[config.mk]
export PLATFORM = sky130hd
export DESIGN_NAME = mem_bus_ctrl
export DESIGN_NICKNAME = d
export VERILOG_FILES = /design/src/rtl/mem_bus_ctrl.sv
export SDC_FILE = /design/constraint.sdc
export NUM_CORES = 1
export LEC_CHECK = 0
export BUFFER_PORTS_ARGS = -buffer_cell sky130_fd_sc_hd__buf_2
export CORE_UTILIZATION = 39
export CTS_BUF_LIST = sky130_fd_sc_hd__clkbuf_2 sky130_fd_sc_hd__clkbuf_4 sky130_fd_sc_hd__clkbuf_8
export DETAILED_ROUTE_END_ITERATION = 16
export GPL_TIMING_DRIVEN = 0
export PLACE_DENSITY_LB_ADDON = 0.2
export SYNTH_ARGS = -nofsm -noshare
export SYNTH_HDL_FRONTEND = slang
export SYNTH_SLANG_ARGS = --single-unit
[constraint.sdc]
create_clock -name clk -period 1.9 [get_ports clk]
set_input_delay 0.095 -clock clk [delete_from_list [all_inputs] [get_ports clk]]
set_output_delay 0.095 -clock clk [all_outputs]
set_load 0.1 [all_outputs]
[src/rtl/mem_bus_ctrl.sv]
// mem_bus_ctrl: sole master of the 16-bit address / 8-bit data memory bus, one request at a time.
// Optional MEM_BUS_ERR_EN rejects addresses at or above IO_BASE+IO_SIZE with a rsp_err response.
module mem_bus_ctrl #(
  parameter int unsigned WAIT_CYCLES = 0,
  parameter logic [15:0] IO_BASE     = 16'h8000,
  parameter int unsigned IO_SIZE     = 4
) (
  input  logic        clk,
  input  logic        rst,
  input  logic        req_valid,
  output logic        req_ready,
  input  logic        req_we,
  input  logic [15:0] req_addr,
  input  logic [7:0]  req_wdata,
  output logic        rsp_valid,
  output logic [7:0]  rsp_rdata,
  output logic        rsp_err,
  output logic [15:0] mem_addr,
  output logic [7:0]  mem_wdata,
  input  logic [7:0]  mem_rdata,
  output logic        mem_ce,
  output logic        mem_r,
  output logic        mem_w,
  output logic        mem_oe
);

  if (WAIT_CYCLES > 15 || 32'(IO_BASE) + IO_SIZE > 32'h10000) begin : g_bad_cfg
    $error("mem_bus_ctrl: WAIT_CYCLES must be 0..15 and the IO window must fit below 64K");
  end

  localparam logic [3:0] WAIT_LOAD = (WAIT_CYCLES > 0) ? 4'(WAIT_CYCLES - 1) : 4'd0;

  typedef enum logic [2:0] {
    ST_IDLE,
    ST_WR,
    ST_RD,
    ST_WAIT,
    ST_CAPT,
`ifdef MEM_BUS_ERR_EN
    ST_ERR,
`endif
    ST_RESP
  } state_t;

  state_t     state, state_nxt;
  logic [3:0] wait_cnt, cnt_nxt;
  logic       accept;
  logic       addr_bad;

`ifdef MEM_BUS_ERR_EN
  localparam logic [16:0] IO_LIMIT = 17'(IO_BASE) + 17'(IO_SIZE);
  assign addr_bad = ({1'b0, req_addr} >= IO_LIMIT);
`else
  assign addr_bad = 1'b0;
`endif

  assign req_ready = (state == ST_IDLE);
  assign accept    = req_ready && req_valid;

  always_comb begin
    state_nxt = state;
    cnt_nxt   = wait_cnt;
    case (state)
      ST_IDLE: begin
        if (req_valid) begin
`ifdef MEM_BUS_ERR_EN
          if (addr_bad)    state_nxt = ST_ERR;
          else if (req_we) state_nxt = ST_WR;
          else             state_nxt = ST_RD;
`else
          state_nxt = req_we ? ST_WR : ST_RD;
`endif
        end
      end
      ST_WR: state_nxt = ST_RESP;
      ST_RD: begin
        if (WAIT_CYCLES > 0) begin
          state_nxt = ST_WAIT;
          cnt_nxt   = WAIT_LOAD;
        end else begin
          state_nxt = ST_CAPT;
        end
      end
      ST_WAIT: begin
        if (wait_cnt == 4'd0) state_nxt = ST_CAPT;
        else                  cnt_nxt   = wait_cnt - 4'd1;
      end
      ST_CAPT: state_nxt = ST_RESP;
`ifdef MEM_BUS_ERR_EN
      ST_ERR:  state_nxt = ST_RESP;
`endif
      ST_RESP: state_nxt = ST_IDLE;
      default: state_nxt = ST_IDLE;
    endcase
  end

  // Strobes are registered from the next state so each one lines up with its state cycle.
  always_ff @(posedge clk or negedge rst) begin
    if (!rst) begin
      state     <= ST_IDLE;
      wait_cnt  <= 4'd0;
      mem_addr  <= 16'h0000;
      mem_wdata <= 8'h00;
      mem_ce    <= 1'b0;
      mem_r     <= 1'b0;
      mem_w     <= 1'b0;
      mem_oe    <= 1'b0;
      rsp_valid <= 1'b0;
      rsp_rdata <= 8'h00;
    end else begin
      state    <= state_nxt;
      wait_cnt <= cnt_nxt;
      if (accept) begin
        mem_addr  <= req_addr;
        mem_wdata <= req_wdata;
      end
      mem_ce    <= (state_nxt inside {ST_WR, ST_RD, ST_WAIT, ST_CAPT});
      mem_w     <= (state_nxt == ST_WR);
      mem_r     <= (state_nxt == ST_RD);
      mem_oe    <= (state_nxt inside {ST_WAIT, ST_CAPT});
      rsp_valid <= (state_nxt == ST_RESP);
      if (state == ST_CAPT) rsp_rdata <= mem_rdata;
    end
  end

`ifdef MEM_BUS_ERR_EN
  always_ff @(posedge clk or negedge rst) begin
    if (!rst) rsp_err <= 1'b0;
    else      rsp_err <= (state == ST_ERR) && (state_nxt == ST_RESP);
  end
`else
  logic unused_addr_bad;
  assign unused_addr_bad = addr_bad;
  assign rsp_err = 1'b0;
`endif

endmodule
==> impl_summary.txt <==
----------------------------------------------------
[Route]
  Final antenna-violating net count ... 0
  Drt first-iter violations ... 60
  Sum of routed wire length over all layers ... 3350 µm
  Drt via density ... approximately 4.7
  First-pass iteration count of the detailed router ... 8
  Wire length per cell ... ~14 µm
  Routed vias ... 1171
  Number of remaining DRC errors ... 0

[Worst setup path]
  Largest fanout of any net on the critical path ... 10
  Required time of the worst setup path ... 2070 ps
  Category of the worst setup path launch point ... flop
  Worst Path Class, Setup ... reg2reg
  CP endpoint kind ... flop
  Arrival time worst endpoint ... between 1500 and 2000 ps

[Yosys]
  Synth warn ... 0
  Post-synthesis instance total ... 114
  Synthesized area per cell ... approximately 16 µm²
  Post-synth top area share ... about three fifths
  Post-Syn Area ... ~1900 µm²
  Top cells by area in the synthesized netlist ... sky130_fd_sc_hd__dfrtp_1 (59%), sky130_fd_sc_hd__mux2_4 (16%), sky130_fd_sc_hd__mux2_2 (7.9%)
  Number of different library cells in the post-synthesis netlist ... 30
  Synth area leader ... sky130_fd_sc_hd__dfrtp_1
  Part of the Yosys area used for sequential elements ... ~60%
  Total of flip-flops plus latches after synthesis ... 44
  Net count after synthesis ... between 150 and 200

[Global routing]
  Overall global routing resource usage ... 14.5%
  Pin count of the biggest net entering global routing ... 45
  Number of antenna violations at the first check in global routing ... 0
  First-pass GRT wire length ... roughly 5500 µm
  Number of global-route vias before repair ... 1116
  Congestion Overflow GR ... 0

[Floorplan]
  Area of the die ... 5030 µm²
  Starting Density ... between 40% and 50%
  Number of placement rows ... 24
  Die Span Y ... roughly 71 µm
  Std-Cell Core Area ... between 4000 and 5000 µm²
  Ports placed on the boundary ... 75
  Die width ... about 71 µm

[CTS]
  Clock buffer count from CTS ... 5
  Clock root buffer master ... sky130_fd_sc_hd__clkbuf_8
  Buffer levels on the longest clock path ... 2
  Clock sink count ... 44
  CTS clock-pin slew for the worst setup and hold paths ... roughly 70 ps
  H-tree Lvls ... 2
  Number of setup buffers added after CTS ... 0
  Clock tree from TritonCTS ... built
  Clock insertion delay at the later pin of the skew report ... 280 ps

[STA]
  Pins Over Slew Limit ... 0
  Slew at the pin closest to its max-slew limit ... 952 ps
  Worst Hold Slack ... between 30 and 40 ps
  Time the worst path needs with I/O delays and setup ... around 1700 ps
  Setup violation total in the final timing report ... 0
  Unrepaired setup endpoints after global routing ... no
  Relative slew margins ... 36.5%
  Final hold violations ... 0
  Clock skew after layout ... approximately 3.4 ps
  Final period util ... between 80 and 90%
  Fmax ... between 600 and 700 MHz

[Cells and area]
  Area of the multi-input gates ... between 600 and 700 µm²
  Final-layout fill cell count ... approximately 400
  Diodes inserted ... 0
  Seq. cell area ... 1100 µm²
  Synth-to-layout area growth ... 28.7%
  Layout cell share with drive strength beyond 1 ... approximately 64%
  Number of nets in the layout ... 233

[Placement]
  Hpwl dp ... roughly 2400 µm
  Count of buffers inserted at the top-level ports ... 73
  Placer Congestion ... 0.752

[Run status]
  Outcome ... finished, final reports clean

[Hold path]
  Classification of the worst-slack hold path ... in2reg

[Flow run]
  Total of max-cap violations ... 0

----------------------------------------------------
==> logic make-up (layout without fill, tap and decap cells) <==
| logic type | count (synthesis) | count (layout) | synth area share [%] |
|---|---|---|---|
| muxes | 35 | 35 | 25.2 |
| adders and majority gates | 1 | 1 | 0.675 |
| buffers and inverters | 9 | 91 | 5.40 |
| and+or+nand+nor | 16 | 16 | 5.94 |
| DFF | 44 | 44 | 59.4 |
| other | 1 | 1 | 0.202 |
| xor gates and xnor gates | 2 | 2 | 0.945 |
| AOI/OAI and AO/OA | 6 | 6 | 2.29 |
==> sequential cells by signal (all words and copies together) (netlist names) <==
| signal | count |
|---|---|
| mem_r | 1 |
| rsp_valid | 1 |
| mem_w | 1 |
| mem_wdata | 8 |
| mem_ce | 1 |
| state | 3 |
| mem_oe | 1 |
| rsp_rdata | 8 |
| mem_addr | 16 |
| wait_cnt | 4 |
==> path summary, 6_finish.rpt <==
kind,startpoint,to,slack (ps),cells after the start
max in group asynchronous,rst,state[2],810,2
max reg2reg,state[1],mem_addr[5],250,6
min in group asynchronous,rst,mem_wdata[0],490,2
min,req_addr[3],mem_addr[3],40,2
max,state[1],mem_addr[5],250,6
min reg2reg,rsp_rdata[0],rsp_rdata[0],500,1
==> critical path, cell delays in order (launching register included) <==
cell and delay, ps:
sky130_fd_sc_hd__dfrtp_1 370, sky130_fd_sc_hd__buf_6 130, sky130_fd_sc_hd__nor3_4 270, sky130_fd_sc_hd__and2_4 190, sky130_fd_sc_hd__buf_8 120, sky130_fd_sc_hd__buf_12 150, sky130_fd_sc_hd__mux2_4 300
==> metrics by stage <==
step	cells	cell area (µm²)	setup slack, ps	util [%]	setup TNS, ps
5_1_grt	248	2390	179	53.3	0
2_1_floorplan	114	1850	-395	-	-9060
6_report	248	2390	247	53.3	0
3_5_place_dp	239	2280	262	51.1	0
4_1_cts	248	2390	248	53.3	0
3_3_place_gp	239	2280	287	51.1	0
==> cells in the mapped netlist, drive strengths merged <==
master,count
and2,1
nand4,1
nor4,1
o21a,1
a21o,1
mux2,33
and3,2
conb,1
inv,2
nor2,4
ha,1
dfrtp,44
a21oi,2
nand2b,1
nand2,1
a211o,1
o21bai,1
nand3b,1
and2b,1
buf,7
nor3b,1
xnor2,2
nor3,2
mux2i,2
==> area by class of cell <==
type	instances	share of cell area, %
Buffer	7	3.88
Clock buffer	6	3.20
Clock inverter	1	0.210
Inverter	2	0.315
Multi-Input combinational cell	61	27.4
Sequential cell	44	46.1
Tap cell	52	2.73
Timing Repair Buffer	75	16.2
==> per-layer routing <==
metal  vias to the layer above  GRT usage (%)  part of all wire (%)
met4                         0           4.67                  0.51
met5                         -              0                     0
met3                         2           5.13                   5.5
li1                        559              -                     -
met1                       572           18.5                    44
met2                        38           23.2                    50
==> cells in the final DEF, fill, tap and decap left out <==
cell type,instances
sky130_fd_sc_hd__nand2_1,1
sky130_fd_sc_hd__a21oi_1,2
sky130_fd_sc_hd__clkbuf_8,5
sky130_fd_sc_hd__buf_8,1
sky130_fd_sc_hd__a211o_2,1
sky130_fd_sc_hd__mux2_2,13
sky130_fd_sc_hd__and2_4,1
sky130_fd_sc_hd__inv_1,2
sky130_fd_sc_hd__nand2b_1,1
sky130_fd_sc_hd__ha_1,1
sky130_fd_sc_hd__dlygate4sd3_1,2
sky130_fd_sc_hd__buf_2,73
sky130_fd_sc_hd__xnor2_1,2
sky130_fd_sc_hd__mux2i_1,2
sky130_fd_sc_hd__mux2_4,20
sky130_fd_sc_hd__nor3_1,1
sky130_fd_sc_hd__nor4_1,1
sky130_fd_sc_hd__a21o_1,1
sky130_fd_sc_hd__o21a_1,1
sky130_fd_sc_hd__and2b_2,1
sky130_fd_sc_hd__nand4_1,1
sky130_fd_sc_hd__buf_12,2
sky130_fd_sc_hd__and3_1,1
sky130_fd_sc_hd__and3_2,1
sky130_fd_sc_hd__buf_6,2
sky130_fd_sc_hd__nor3_4,1
sky130_fd_sc_hd__nor2_1,4
sky130_fd_sc_hd__o21bai_1,1
sky130_fd_sc_hd__clkinv_2,1
sky130_fd_sc_hd__dfrtp_1,44
sky130_fd_sc_hd__clkbuf_4,1
sky130_fd_sc_hd__nor3b_2,1
sky130_fd_sc_hd__buf_4,2
sky130_fd_sc_hd__conb_1,1
sky130_fd_sc_hd__nand3b_1,1
==> what timing repair did <==
item / in CTS / in global routing
hold buffers: 2 / 0
gates resized for setup: 0 / 0
hold endpoints to repair: 45 / 0
Power is left out: the tool's default activity adds up to more than one toggle a clock period on the data nets, which glitch-free logic cannot reach.
